===== src/rtl/fetch_sequencer.sv =====
// Instruction-fetch controller: owns the PC, issues single-outstanding fetches to
// instruction memory and hands fetched words to decode, with redirect and misalign trap.
module fetch_sequencer #(
    parameter logic [31:0] RESET_PC = 32'h0000_0000,
    parameter int          ADDR_W   = 32
) (
    input  logic              clk,
    input  logic              reset_n,
    output logic              imem_req,
    output logic [ADDR_W-1:0] imem_addr,
    input  logic              imem_ready,
    input  logic [31:0]       imem_rdata,
    input  logic              redirect,
    input  logic [ADDR_W-1:0] redirect_pc,
    output logic              if_valid,
    output logic [31:0]       if_instr,
    output logic [ADDR_W-1:0] if_pc,
    input  logic              if_ready,
    output logic              misalign_err,
    output logic [1:0]        dbg_state
);

    // Handshakes: a memory transfer happens on imem_req && imem_ready, a decode
    // handoff on if_valid && if_ready; the initiator holds its payload stable until then.
    typedef enum logic [1:0] {
        IDLE  = 2'd0,
        FETCH = 2'd1,
        HOLD  = 2'd2,
        ERROR = 2'd3
    } state_t;

    state_t            state;
    logic [ADDR_W-1:0] pc;

    assign imem_addr = pc;
    assign imem_req  = (state == FETCH);
    assign dbg_state = state;

    always_ff @(posedge clk or negedge reset_n) begin
        if (!reset_n) begin
            state        <= IDLE;
            pc           <= RESET_PC[ADDR_W-1:0];
            if_valid     <= 1'b0;
            if_instr     <= 32'h0;
            if_pc        <= '0;
            misalign_err <= 1'b0;
        end else if (redirect && state != ERROR) begin
            // Redirect beats any same-cycle transfer or decode handoff.
            if_valid <= 1'b0;
            if (redirect_pc[1:0] != 2'b00) begin
                misalign_err <= 1'b1;
                state        <= ERROR;
            end else begin
                pc    <= redirect_pc;
                state <= FETCH;
            end
        end else begin
            case (state)
                IDLE: state <= FETCH;
                FETCH: begin
                    if (imem_ready) begin
                        if_instr <= imem_rdata;
                        if_pc    <= pc;
                        if_valid <= 1'b1;
                        pc       <= pc + ADDR_W'(4);
                        state    <= HOLD;
                    end
                end
                HOLD: begin
                    if (if_ready) begin
                        if_valid <= 1'b0;
                        state    <= FETCH;
                    end
                end
                ERROR: begin
                    if_valid <= 1'b0;
                    state    <= ERROR;
                end
                default: state <= IDLE;
            endcase
        end
    end

endmodule


===== config.mk =====
export PLATFORM = sky130hd
export DESIGN_NAME = fetch_sequencer
export DESIGN_NICKNAME = d
export VERILOG_FILES = /design/src/rtl/fetch_sequencer.sv
export SDC_FILE = /design/constraint.sdc
export NUM_CORES = 1
export LEC_CHECK = 0
export ABC_AREA = 1
export CORE_UTILIZATION = 67
export DETAILED_ROUTE_END_ITERATION = 6
export DONT_BUFFER_PORTS = 1
export PLACE_DENSITY = 0.83
export SYNTH_ARGS = -nofsm -noshare
export SYNTH_HDL_FRONTEND = slang
export SYNTH_SLANG_ARGS = --single-unit

===== constraint.sdc =====
create_clock -name clk -period 3.9 [get_ports clk]
set_clock_uncertainty 0.1 [all_clocks]
set_input_delay 0.78 -clock clk [delete_from_list [all_inputs] [get_ports clk]]
set_output_delay 0.78 -clock clk [all_outputs]
set_load 0.02 [all_outputs]

## Word level (Yosys, flattened, before mapping)

Cells that the tools add are included.

| storage, ports and cells | value |
|---|---|
| register bits after elaboration | 100 |
| output and inout bits | 101 |
| bits of input ports | 69 |
| word-level logic and storage cells | 39 |

| cells by class | value |
|---|---|
| muxes and demuxes | 13 |
| reductions and logical operators | 11 |
| add/sub/neg operators | 1 |
| bitwise operators | 1 |
| equality and inequality tests | 7 |

Operators by type and width:

| kind | count |
|---|---|
| 32-bit 2-to-1 mux | 4 |
| 32-bit by 3-bit adder with 32-bit output (second input constant) | 1 |
| 3-bit AND reduction | 3 |
| 2-bit 2-to-1 mux | 4 |
| 2-bit case mux with 4 select lines | 1 |
| 2-bit nonzero test | 3 |
| 2-bit equality test (second input constant) | 2 |
| 2-bit inequality test (second input constant) | 2 |
| 2-bit AND reduction | 2 |
| 4-bit nonzero test | 1 |
| 1-bit 2-to-1 mux | 3 |
| 3-bit by 1-bit inequality test with 1-bit output (second input constant) | 1 |
| 3-bit inequality test (second input constant) | 1 |
| 1-bit case mux with 3 select lines | 1 |
| 2-bit by 1-bit equality test with 1-bit output (second input constant) | 1 |
| 2-bit logical NOT | 1 |
| 1-bit logical AND | 1 |
| 1-bit inverter | 1 |

## Logic depth before layout (Yosys ltp)

Gate-level depths: netlist of run 1.

| depth | value |
|---|---|
| word-level depth | 4 |
| mapped depth | 11 |
| gate-level depth less buffers | 10 |

## Worst setup path after synthesis of run 1

No wires, ideal clock.

| path | value |
|---|---|
| path kind | input to register |
| start point | input redirect |
| end point | register if_pc[2] |
| slack | 2161 ps |
| path buffers | 2 |
| data required time | 3675 ps |
| cell stages on the path | 8 |
| arrival time | 1514 ps |
| library setup time | 125 ps |
| path through | inv_1 > nand2_2 > nor2_4 > inv_2 > buf_6 > buf_2 > nand2_1 > o21ai_1 |

| between the ends | value |
|---|---|
| word-level cells in the longest chain between the ends | 3 |

RTL lines:

| what | line | text |
|---|---|---|
| start, declared | 13 | `input logic redirect,` |
| 1-bit logical AND | 47 | `end else if (redirect && state != ERROR) begin` |
| 1-bit inverter (no line) | - |  |
| 3-bit AND reduction (no line) | - |  |
| end signal, assigned | 63 | `if_pc <= pc;` |
| end, declared | 17 | `output logic [ADDR_W-1:0] if_pc,` |

No other way between the ends.
A chain may end at the register's enable or synchronous reset.

## Final worst setup path of run 1

| path | value |
|---|---|
| start point | register state[0] (netlist: dbg_state[0]) |
| end point | register pc[14] (netlist: imem_addr[14]) |

| between the ends | value |
|---|---|
| word-level cells in the longest chain between the ends | 4 |
| elaborated cells on any way between the ends | 8 |
| classes of those cells | eq/ne (3); mux (1); reduce/logical (4) |

RTL lines:

| what | line | text |
|---|---|---|
| start, declared | 32 | `state_t state;` |
| start signal, assigned | 41 | `state <= IDLE;` |
| start signal, assigned | 52 | `state <= ERROR;` |
| start signal, assigned | 55 | `state <= FETCH;` |
| 2-bit inequality test | 47 |  |
| 1-bit logical AND | 47 |  |
| 2-bit inequality test (no line) / 2-bit nonzero test (equally long branches) | - |  |
| 3-bit AND reduction (no line) | - |  |
| end signal, assigned | 42 | `pc <= RESET_PC[ADDR_W-1:0];` |
| end signal, assigned | 54 | `pc <= redirect_pc;` |
| end signal, assigned | 65 | `pc <= pc + ADDR_W'(4);` |
| end, declared | 33 | `logic [ADDR_W-1:0] pc;` |

Several ways; a longest one is shown, not always the timed one.

==> metrics.json, run 1 <==
{
  "multiplexer_share_of_the_synthesized_area": {"value": 0},
  "wire_per_inst": {"value": 16.0, "unit": "um"},
  "fin_nets": {"value": 732},
  "numPortBuffers": {"value": 0},
  "syn_area_per_cell": {"value": 7.43, "unit": "sq um"},
  "power.density_cell_area": {"value": 847, "unit": "mW/mm^2"},
  "routed_wirelength": {"value": 12.3, "unit": "mm"},
  "number_of_standard_cell_rows_in_the_floorplan": {"value": 31},
  "yosysSeqAreaShare": {"value": 0.501},
  "synth_top_family_by_area": {"value": "simple AND/OR/NAND/NOR gates"},
  "register_area": {"value": 0.00250, "unit": "sq mm"},
  "grt_max_degree": {"value": 92},
  "cts.repair.resized": {"value": 0},
  "ctsHtreeMaxLevel": {"value": 3},
  "post_synth_xor_area_fraction": {"value": 0.00351},
  "die_height": {"value": 88.3, "unit": "um"},
  "layout.cells.most_common": {"value": "sky130_fd_sc_hd__nand2_1"},
  "post-cts-setup-buffer-count": {"value": 0},
  "drt-initial-drc-count": {"value": 271},
  "synth_edf_count": {"value": 0},
  "kind_of_launch_point_of_the_worst_setup_path": {"value": "register"},
  "fin_setup_tns": {"value": 0, "unit": "ns"},
  "ctsLongestPathBuffers": {"value": 2},
  "insertedDiodeCount": {"value": 0},
  "num_io_pins": {"value": 170},
  "peakVddDrop": {"value": 0.453, "unit": "mV"},
  "gp_congestion": {"value": 0.944},
  "drive_gt1_frac": {"value": 0.0601},
  "cts.clk_slew.worst_paths": {"value": 0.10, "unit": "ns"},
  "dpl.cell_count": {"value": 747},
  "netlist-cell-type-count": {"value": 30},
  "postSynthCellCount": {"value": 672},
  "postSynthNetCount": {"value": 742},
  "timing.critical_path.arrival": {"value": 2.78, "unit": "ns"},
  "period_needed": {"value": 2.64, "unit": "ns"},
  "cap_viol_max_count": {"value": 0},
  "area_added_between_synthesis_and_finish": {"value": 3.88, "unit": "%"},
  "floorplan.initialDensity": {"value": 0.692},
  "placeableCoreArea": {"value": 0.00721, "unit": "sq mm"},
  "async_reset_ff_frac": {"value": 1.00},
  "worst-path-max-fanout": {"value": 55},
  "top_library_cells_by_usage_in_the_layout_fill_and_taps_aside": {"value": "296 x sky130_fd_sc_hd__nand2_1, 100 x sky130_fd_sc_hd__dfrtp_1, 77 x sky130_fd_sc_hd__nor2_1"},
  "die_w": {"value": 88.3, "unit": "um"},
  "worstSetupEndpointType": {"value": "register"},
  "detailroute.via_count": {"value": 4229},
  "result_of_the_run": {"value": "finished clean"},
  "holdCritPathClass": {"value": "in2async"},
  "slew_headroom": {"value": 0.432},
  "placed_cell_area": {"value": 0.00495, "unit": "sq mm"},
  "grt_pass1_vias": {"value": 3767},
  "hold_viol_final": {"value": 0},
  "place.detailed.hpwl": {"value": 8.76, "unit": "mm"},
  "routed_via_density": {"value": 5.53},
  "rrSetupSlack": {"value": 1.26, "unit": "ns"},
  "fp.dieArea": {"value": 0.00780, "unit": "sq mm"},
  "finish.cell_count_without_fillers": {"value": 765},
  "grt_setup_unrepaired": {"value": "no"},
  "grt.total_usage": {"value": 0.318},
  "clockRootBuffer": {"value": "sky130_fd_sc_hd__clkbuf_8"},
  "post_synth_instance_area": {"value": 0.00499, "unit": "sq mm"},
  "worstSkewPairLatency": {"value": 0.37, "unit": "ns"},
  "ffs_latches_synth": {"value": 100},
  "yosys.area_share.adder": {"value": 0.00251},
  "worst-endpoint-required": {"value": 4.05, "unit": "ns"},
  "synthSimpleGateAreaFrac": {"value": 0.346},
  "cellLeakagePower": {"value": 2.63, "unit": "nW"},
  "cts_tree": {"value": "yes"},
  "final-setup-viol-count": {"value": 0},
  "ys_warn_count": {"value": 0},
  "design_area": {"value": 0.00519, "unit": "sq mm"},
  "max_freq": {"value": 379, "unit": "MHz"},
  "antenna_found_initial": {"value": 0},
  "cts.sinks": {"value": 100},
  "drt-pass1-iter-count": {"value": 5},
  "worstSetupPathType": {"value": "reg2reg"},
  "timing.final.crit_share": {"value": 0.676},
  "ant_nets": {"value": 0},
  "cts_inserted_buffers": {"value": 9},
  "drt_drc_violations_left": {"value": 0},
  "multiInputGateArea": {"value": 0.00213, "unit": "sq mm"},
  "worst_slew_pin_slew": {"value": 0.851, "unit": "ns"},
  "wire_length_of_the_first_global_routing_pass": {"value": 18.6, "unit": "mm"},
  "fillerInstances": {"value": 573},
  "grt.overflow.total": {"value": 0},
  "synth_compound_area_frac": {"value": 0.0737},
  "slew_viol_final": {"value": 0},
  "dominantRegCellSynth": {"value": "sky130_fd_sc_hd__dfrtp_1"}
}
[final cells by class]
cell class	count	area share
Tap cell	99	0.0239
Multi-Input combinational cell	498	0.410
Clock inverter	6	0.0111
Inverter	48	0.0347
Clock buffer	9	0.0239
Timing Repair Buffer	5	0.0140
Sequential cell	100	0.482
[state kept, by name, summed over array words and instances, names as in the netlist]
name and cells:
dbg_state 2, imem_addr 32, misalign_err 1, if_instr 32, if_pc 32, if_valid 1
[Yosys cell counts, types with 2 or more instances]
library cell               instances  area [sq um]
sky130_fd_sc_hd__nand2_1         296          1110
sky130_fd_sc_hd__dfrtp_1         100          2500
sky130_fd_sc_hd__nor2_1           77           289
sky130_fd_sc_hd__inv_1            44           165
sky130_fd_sc_hd__nand3_1          37           185
sky130_fd_sc_hd__o21ai_1          34           170
sky130_fd_sc_hd__o21ai_0          15          75.1
sky130_fd_sc_hd__buf_2            12          60.1
sky130_fd_sc_hd__a21oi_1          10          50.1
sky130_fd_sc_hd__buf_6             7          78.8
sky130_fd_sc_hd__nor2_4            6          67.6
sky130_fd_sc_hd__buf_4             5          37.5
sky130_fd_sc_hd__inv_2             4          15.0
sky130_fd_sc_hd__o22ai_1           3          18.8
sky130_fd_sc_hd__a22oi_2           2          25.0
sky130_fd_sc_hd__a31oi_1           2          12.5
sky130_fd_sc_hd__clkbuf_1          2          7.51
sky130_fd_sc_hd__nand2_2           2          12.5
sky130_fd_sc_hd__nor2_2            2          12.5
sky130_fd_sc_hd__or2_2             2          12.5
[path summary, 6_finish.rpt]
| check | from | end | cells past startpoint |
|---|---|---|---|
| worst max-delay path | dbg_state[0] | imem_addr[14] | 9 |
| worst min-delay path | reset_n | if_instr[10] | 1 |
| worst max register to register | dbg_state[0] | imem_addr[14] | 9 |
| worst min register to register | if_instr[20] | if_instr[20] | 2 |
| max in group asynchronous | reset_n | imem_addr[5] | 1 |
| min in group clk | imem_rdata[13] | if_instr[13] | 2 |
[where the power goes]
part	internal, mW	switching, mW
combinational	0.403	0.818
clock	0.242	0.374
sequential	1.49	1.07
[per-stage QoR]
stage,hold WS [ns],total power [mW],utilization,worst slack (ns)
after global routing,0.129,4.71,0.719,1.03
after floorplan,0.384,3.40,-,2.16
after global placement,0.386,3.68,0.686,1.35
after detailed placement,0.386,3.76,0.686,1.26
after CTS,0.00109,4.38,0.716,1.30
final,0.133,4.40,0.719,1.26
[worst max-delay path, cell delays in order, from the launching register on]
cell and delay [ns]:
sky130_fd_sc_hd__dfrtp_1 0.55, sky130_fd_sc_hd__nand2_1 0.14, sky130_fd_sc_hd__nand2_4 0.44, sky130_fd_sc_hd__inv_2 0.25, sky130_fd_sc_hd__nand3_2 0.16, sky130_fd_sc_hd__inv_2 0.07
sky130_fd_sc_hd__nor2_4 0.51, sky130_fd_sc_hd__nor2_1 0.12, sky130_fd_sc_hd__nand2_1 0.09, sky130_fd_sc_hd__o21ai_1 0.05
[cell families (layout without fill, tap and decap cells)]
kind of cell	Yosys count	in the layout
xor+xnor	2	2
compound gates	68	68
simple gates	427	427
fa+ha+maj	1	1
flops	100	100
buf+inv	74	68
[metal layers]
layer	track usage	vias up	wire length, um
li1	-	2072	-
met1	0.414	1922	5060
met2	0.532	209	5780
met3	0.0868	26	1160
met4	0.0806	0	256
met5	0	-	0
[repair_timing]
item                                    CTS  global route
hold buffers                              2             1
endpoints found under the setup margin    0             0
hold endpoints to repair                 64            32
(Power assumes the default switching activity.)
==> run 2: changes to the inputs <==
--- a/config.mk
+++ b/config.mk
@@ -6,10 +6,10 @@
 export NUM_CORES = 1
 export LEC_CHECK = 0
 export ABC_AREA = 1
-export CORE_UTILIZATION = 67
+export CORE_UTILIZATION = 63
 export DETAILED_ROUTE_END_ITERATION = 6
 export DONT_BUFFER_PORTS = 1
-export PLACE_DENSITY = 0.83
+export PLACE_DENSITY = 0.79
 export SYNTH_ARGS = -nofsm -noshare
 export SYNTH_HDL_FRONTEND = slang
 export SYNTH_SLANG_ARGS = --single-unit
==> constraint.sdc (replaced) <==
create_clock -name clk -period 2.8 [get_ports clk]
set_clock_uncertainty 0.1 [all_clocks]
set_input_delay 0.56 -clock clk [delete_from_list [all_inputs] [get_ports clk]]
set_output_delay 0.56 -clock clk [all_outputs]
set_load 0.02 [all_outputs]
==> run 2 against run 1 <==
The flow now finishes with violations (negative hold slack). Register-to-register slack worse by 0.76 ns. Cell count is 0.39% higher. Sequential share of layout area fell by 0.22 points. Hold slack lost 0.36 ns. Total power up 43%. Design area up 0.46%. Sequential power grew 39%. Global-route usage is 1.8 points lower. Setup slack got worse by 0.76 ns. Critical path type unchanged. Critical endpoint is now imem_addr[6]. Highest routed layer unchanged.
==> metrics.json, run 2 (synthesis gave the netlist of run 1 again) <==
{
  "ctsHtreeMaxLevel": {"value": 3},
  "placeableCoreArea": {"value": 0.00769, "unit": "sq mm"},
  "cts.clk_slew.worst_paths": {"value": 0.10, "unit": "ns"},
  "fin_nets": {"value": 731},
  "layout.cells.most_common": {"value": "sky130_fd_sc_hd__nand2_1"},
  "timing.critical_path.arrival": {"value": 2.49, "unit": "ns"},
  "grt_pass1_vias": {"value": 3976},
  "violations_in_the_final_reports": {"value": "negative hold slack"},
  "rrSetupSlack": {"value": 0.50, "unit": "ns"},
  "antenna_found_initial": {"value": 0},
  "period_needed": {"value": 2.30, "unit": "ns"},
  "kind_of_launch_point_of_the_worst_setup_path": {"value": "register"},
  "fp.dieArea": {"value": 0.00829, "unit": "sq mm"},
  "drive_gt1_frac": {"value": 0.0616},
  "holdCritPathClass": {"value": "in2async"},
  "max_freq": {"value": 435, "unit": "MHz"},
  "power.density_cell_area": {"value": 1210, "unit": "mW/mm^2"},
  "numPortBuffers": {"value": 0},
  "grt.overflow.total": {"value": 0},
  "drt-initial-drc-count": {"value": 288},
  "slew_headroom": {"value": 0.573},
  "routed_via_density": {"value": 5.52},
  "die_w": {"value": 91.0, "unit": "um"},
  "worst-endpoint-required": {"value": 2.99, "unit": "ns"},
  "cts.repair.resized": {"value": 0},
  "gp_congestion": {"value": 0.894},
  "floorplan.initialDensity": {"value": 0.650},
  "peakVddDrop": {"value": 0.633, "unit": "mV"},
  "cellLeakagePower": {"value": 2.64, "unit": "nW"},
  "critical_path.reg2reg.startpoint": {"value": "dbg_state[0]"},
  "worst-path-max-fanout": {"value": 29},
  "final.hold.worst_slack": {"value": -0.224, "unit": "ns"},
  "cts_inserted_buffers": {"value": 9},
  "wire_length_of_the_first_global_routing_pass": {"value": 19.4, "unit": "mm"},
  "post-cts-setup-buffer-count": {"value": 0},
  "routed_wirelength": {"value": 12.1, "unit": "mm"},
  "worstReg2RegEnd": {"value": "imem_addr[6]"},
  "final-setup-viol-count": {"value": 0},
  "grt.total_usage": {"value": 0.301},
  "worstSkewPairLatency": {"value": 0.36, "unit": "ns"},
  "die_height": {"value": 91.0, "unit": "um"},
  "fin_setup_tns": {"value": 0, "unit": "ns"},
  "cts.sinks": {"value": 100},
  "drt_drc_violations_left": {"value": 0},
  "dpl.cell_count": {"value": 752},
  "worst_slew_pin_slew": {"value": 0.638, "unit": "ns"},
  "detailroute.via_count": {"value": 4240},
  "timing.final.crit_share": {"value": 0.822},
  "number_of_standard_cell_rows_in_the_floorplan": {"value": 32},
  "top_library_cells_by_usage_in_the_layout_fill_and_taps_aside": {"value": "296 x sky130_fd_sc_hd__nand2_1, 100 x sky130_fd_sc_hd__dfrtp_1, 77 x sky130_fd_sc_hd__nor2_1"},
  "cap_viol_max_count": {"value": 0},
  "result_of_the_run": {"value": "complete, but fails checks"},
  "place.detailed.hpwl": {"value": 8.88, "unit": "mm"},
  "num_io_pins": {"value": 170},
  "drt-pass1-iter-count": {"value": 5},
  "hold_viol_final": {"value": 100},
  "worstSetupEndpointType": {"value": "register"},
  "insertedDiodeCount": {"value": 0},
  "area_added_between_synthesis_and_finish": {"value": 4.36, "unit": "%"},
  "grt_setup_unrepaired": {"value": "no"},
  "reg2reg_depth": {"value": 8},
  "clockRootBuffer": {"value": "sky130_fd_sc_hd__clkbuf_8"},
  "grt_max_degree": {"value": 101},
  "fillerInstances": {"value": 667},
  "slew_viol_final": {"value": 0},
  "cts_tree": {"value": "yes"},
  "ant_nets": {"value": 0},
  "worstSetupPathType": {"value": "reg2reg"},
  "finish.cell_count_without_fillers": {"value": 768},
  "wire_per_inst": {"value": 15.7, "unit": "um"},
  "ctsLongestPathBuffers": {"value": 2}
}
[run 2: worst max-delay path, stage by stage, from the launching register on]
cell                      delay [ns]
sky130_fd_sc_hd__dfrtp_1        0.54
sky130_fd_sc_hd__inv_2          0.08
sky130_fd_sc_hd__nor2_4         0.19
sky130_fd_sc_hd__nand2_2        0.11
sky130_fd_sc_hd__nor2_4         0.12
sky130_fd_sc_hd__inv_2          0.18
sky130_fd_sc_hd__nand2_2        0.48
sky130_fd_sc_hd__o21ai_0        0.25
sky130_fd_sc_hd__a22oi_2        0.17
[run 2: layout make-up]
type | instances | area (sq um) | area share
clock buffer | 9 | 124 | 0.0238
clock inverter | 7 | 108 | 0.0206
inverter | 48 | 180 | 0.0346
multi-input combinational | 498 | 2130 | 0.408
sequential | 100 | 2500 | 0.480
tap | 102 | 128 | 0.0245
timing repair buffer | 4 | 42.5 | 0.00816
[run 2: per-stage QoR]
stage | setup WS (ns) | area, sq um | hold slack (ns) | utilization | power, mW
finish | 0.500 | 5210 | -0.224 | 0.678 | 6.30
CTS | 0.543 | 5210 | -0.229 | 0.678 | 6.30
global placement | 0.689 | 4980 | 0.166 | 0.648 | 5.16
floorplan | 1.10 | 4990 | 0.164 | - | 4.74
global route | 0.342 | 5210 | -0.247 | 0.678 | 6.71
detailed placement | 0.566 | 4980 | 0.166 | 0.648 | 5.26
[run 2: worst max path at each step]
stage | start | end | slack (ns) | cells past startpoint
final | dbg_state[0] | imem_addr[6] | 0.50 | 8
after CTS | dbg_state[0] | imem_addr[6] | 0.54 | 8
after global placement | dbg_state[0] | imem_addr[5] | 0.69 | 8
after detailed placement | dbg_state[0] | imem_addr[6] | 0.57 | 8
after global routing | dbg_state[0] | imem_addr[5] | 0.34 | 8
after floorplan | imem_addr[3] | imem_addr[22] | 1.10 | 10
[run 2: layer usage]
layer	up-vias	global-route usage	share of wire
li1	2059	-	-
met1	1940	0.385	0.41
met2	217	0.501	0.47
met3	24	0.0838	0.093
met4	0	0.0886	0.023
met5	-	0	0
[run 2: power by group]
group          leakage [nW]  internal (mW)  total [mW]  switching (mW)
Sequential             1.23           2.07        3.57            1.50
Combinational          1.29          0.566        1.67            1.10
Clock                 0.113          0.519        1.06           0.536
Total                  2.64           3.15        6.30            3.14
==> run 3: changes to the inputs <==
==> constraint.sdc (replaced) <==
create_clock -name clk -period 2.4 [get_ports clk]
set_clock_uncertainty 0.1 [all_clocks]
set_input_delay 0.48 -clock clk [delete_from_list [all_inputs] [get_ports clk]]
set_output_delay 0.48 -clock clk [all_outputs]
set_load 0.02 [all_outputs]
==> run 3 against run 2 <==
Setup slack worse by 0.26 ns. Sequential share of layout area is 0.10 points higher. The flow still finishes with violations (negative hold slack). Fmax is 6.7% higher. Hold slack worse by 0.078 ns. Utilization is 0.15 points lower. Cell count is 0.13% higher.
==> metrics.json, run 3 (synthesis gave the netlist of run 1 again) <==
{
  "result_of_the_run": {"value": "complete, but fails checks"},
  "violations_in_the_final_reports": {"value": "negative hold slack"},
  "critical_path_buffer_and_inverter_count": {"value": 3},
  "max_freq": {"value": 464, "unit": "MHz"},
  "timing.final.crit_share": {"value": 0.898},
  "worstPathCellList": {"value": "nand2_1, nand2_4, inv_2, nand3_2, inv_2, nor2_4, buf_4, nor2_1, o21ai_0, nand2_1"},
  "kind_of_launch_point_of_the_worst_setup_path": {"value": "register"},
  "post-layout-total-power": {"value": 7.22, "unit": "mW"},
  "critical-path-max-stage-delay": {"value": 0.55, "unit": "ns"},
  "power.density_cell_area": {"value": 1390, "unit": "mW/mm^2"},
  "drive_gt1_frac": {"value": 0.0630},
  "utilization": {"value": 0.676},
  "cap_viol_max_count": {"value": 0},
  "cts_inserted_buffers": {"value": 9},
  "worst-path-max-fanout": {"value": 30},
  "period_needed": {"value": 2.16, "unit": "ns"},
  "grt.overflow.total": {"value": 0},
  "power.share.switching": {"value": 0.504},
  "place.detailed.hpwl": {"value": 8.70, "unit": "mm"},
  "die_height": {"value": 91.0, "unit": "um"},
  "ctsLongestPathBuffers": {"value": 2},
  "worstSetupPathType": {"value": "reg2reg"},
  "drt_drc_violations_left": {"value": 0},
  "ant_nets": {"value": 0},
  "die_w": {"value": 91.0, "unit": "um"},
  "wire_length_of_the_first_global_routing_pass": {"value": 19.5, "unit": "mm"},
  "holdCritPathClass": {"value": "in2async"},
  "worstSetupEndpointType": {"value": "register"},
  "grt_pass1_vias": {"value": 3972},
  "insertedDiodeCount": {"value": 0},
  "drt-pass1-iter-count": {"value": 5},
  "post-cts-setup-buffer-count": {"value": 0},
  "grt.total_usage": {"value": 0.304},
  "cpLargestDelayFamily": {"value": "simple AND/OR/NAND/NOR gates"},
  "slew_headroom": {"value": 0.713},
  "cts.clk_slew.worst_paths": {"value": 0.11, "unit": "ns"},
  "numPortBuffers": {"value": 0},
  "ctsHtreeMaxLevel": {"value": 3},
  "timing.critical_path.arrival": {"value": 2.32, "unit": "ns"},
  "worst_slew_pin_slew": {"value": 0.431, "unit": "ns"},
  "cts.sinks": {"value": 100},
  "final.hold.worst_slack": {"value": -0.302, "unit": "ns"},
  "gp_congestion": {"value": 0.943},
  "routed_wirelength": {"value": 11.8, "unit": "mm"},
  "clockRootBuffer": {"value": "sky130_fd_sc_hd__clkbuf_8"},
  "clock_power_share": {"value": 0.156},
  "fin_setup_tns": {"value": 0, "unit": "ns"},
  "setup_slack": {"value": 0.244, "unit": "ns"},
  "cts_tree": {"value": "yes"},
  "wire_per_inst": {"value": 15.4, "unit": "um"},
  "final-setup-viol-count": {"value": 0},
  "slew_viol_final": {"value": 0},
  "fin_nets": {"value": 732},
  "fp.dieArea": {"value": 0.00829, "unit": "sq mm"},
  "grt_setup_unrepaired": {"value": "no"},
  "number_of_standard_cell_rows_in_the_floorplan": {"value": 32},
  "routed_via_density": {"value": 5.48},
  "num_io_pins": {"value": 170},
  "p_int": {"value": 3.58, "unit": "mW"},
  "top_library_cells_by_usage_in_the_layout_fill_and_taps_aside": {"value": "296 x sky130_fd_sc_hd__nand2_1, 100 x sky130_fd_sc_hd__dfrtp_1, 77 x sky130_fd_sc_hd__nor2_1"},
  "worstSkewPairLatency": {"value": 0.37, "unit": "ns"},
  "layout.cells.most_common": {"value": "sky130_fd_sc_hd__nand2_1"},
  "power.combinational.fraction": {"value": 0.269},
  "antenna_found_initial": {"value": 0},
  "placeableCoreArea": {"value": 0.00769, "unit": "sq mm"},
  "cellLeakagePower": {"value": 2.64, "unit": "nW"},
  "drt-initial-drc-count": {"value": 326},
  "grt_max_degree": {"value": 101},
  "detailedPlace.worstSlack": {"value": 0.199, "unit": "ns"},
  "worst-endpoint-required": {"value": 2.56, "unit": "ns"},
  "peakVddDrop": {"value": 0.638, "unit": "mV"},
  "floorplan.initialDensity": {"value": 0.650},
  "area_added_between_synthesis_and_finish": {"value": 4.13, "unit": "%"},
  "sequentialPowerShare": {"value": 0.575},
  "critical_path_cell_with_the_highest_stage_delay": {"value": "sky130_fd_sc_hd__dfrtp_1"},
  "hold_viol_final": {"value": 100},
  "net-switching-power": {"value": 3.64, "unit": "mW"},
  "detailroute.via_count": {"value": 4213}
}
-- run 3: timing repair --
| action | 4_1_cts | 5_1_grt |
|---|---|---|
| endpoints found under the hold margin | 100 | 100 |
| resized for setup | 0 | 1 |
| setup endpoints to repair | 0 | 1 |
-- run 3: path summary, 6_finish.rpt --
path / startpoint / endpoint / slack (ns) / cells past startpoint
worst min-delay path: reset_n / imem_addr[14] / -0.30 / 0
min in group clk: imem_rdata[5] / if_instr[5] / 0.13 / 2
worst min register to register: if_instr[21] / if_instr[21] / 0.52 / 2
max in group asynchronous: reset_n / if_pc[10] / 2.36 / 0
worst max-delay path: dbg_state[1] / imem_addr[12] / 0.24 / 10
worst max register to register: dbg_state[1] / imem_addr[12] / 0.24 / 10
-- run 3: worst register-to-register path, cell delays in order, from the launching register on --
cell	delay, ns
sky130_fd_sc_hd__dfrtp_1	0.55
sky130_fd_sc_hd__nand2_1	0.15
sky130_fd_sc_hd__nand2_4	0.25
sky130_fd_sc_hd__inv_2	0.19
sky130_fd_sc_hd__nand3_2	0.15
sky130_fd_sc_hd__inv_2	0.08
sky130_fd_sc_hd__nor2_4	0.07
sky130_fd_sc_hd__buf_4	0.28
sky130_fd_sc_hd__nor2_1	0.08
sky130_fd_sc_hd__o21ai_0	0.08
sky130_fd_sc_hd__nand2_1	0.08
-- run 3: area by class of cell --
| class | count | area, sq um |
|---|---|---|
| Sequential cell | 100 | 2500 |
| Fill cell | 669 | 2490 |
| Multi-Input combinational cell | 498 | 2130 |
| Inverter | 48 | 180 |
| Tap cell | 102 | 128 |
| Clock buffer | 9 | 124 |
| Clock inverter | 7 | 83.8 |
| Timing Repair Buffer | 5 | 50.0 |
-- run 3: layer usage --
metal  GRT usage  routed length [um]
met2       0.491                5430
met1       0.412                5060
met4       0.110                 280
met3      0.0603                1070
met5           0                   0
-- run 3: power groups by stage --
stage | Combinational, mW | Sequential, mW | Clock, mW
floorplan | 1.62 | 3.91 | 0
global placement | 1.85 | 4.16 | 0
detailed placement | 1.93 | 4.19 | 0
CTS | 1.94 | 4.15 | 1.15
global route | 2.29 | 4.25 | 1.23
finish | 1.94 | 4.15 | 1.13
-- run 3: per-stage QoR --
step	cells	area (sq um)
3_5_place_dp	753	4990
2_1_floorplan	672	4990
5_1_grt	769	5200
6_report	769	5200
4_1_cts	769	5190
3_3_place_gp	753	4990
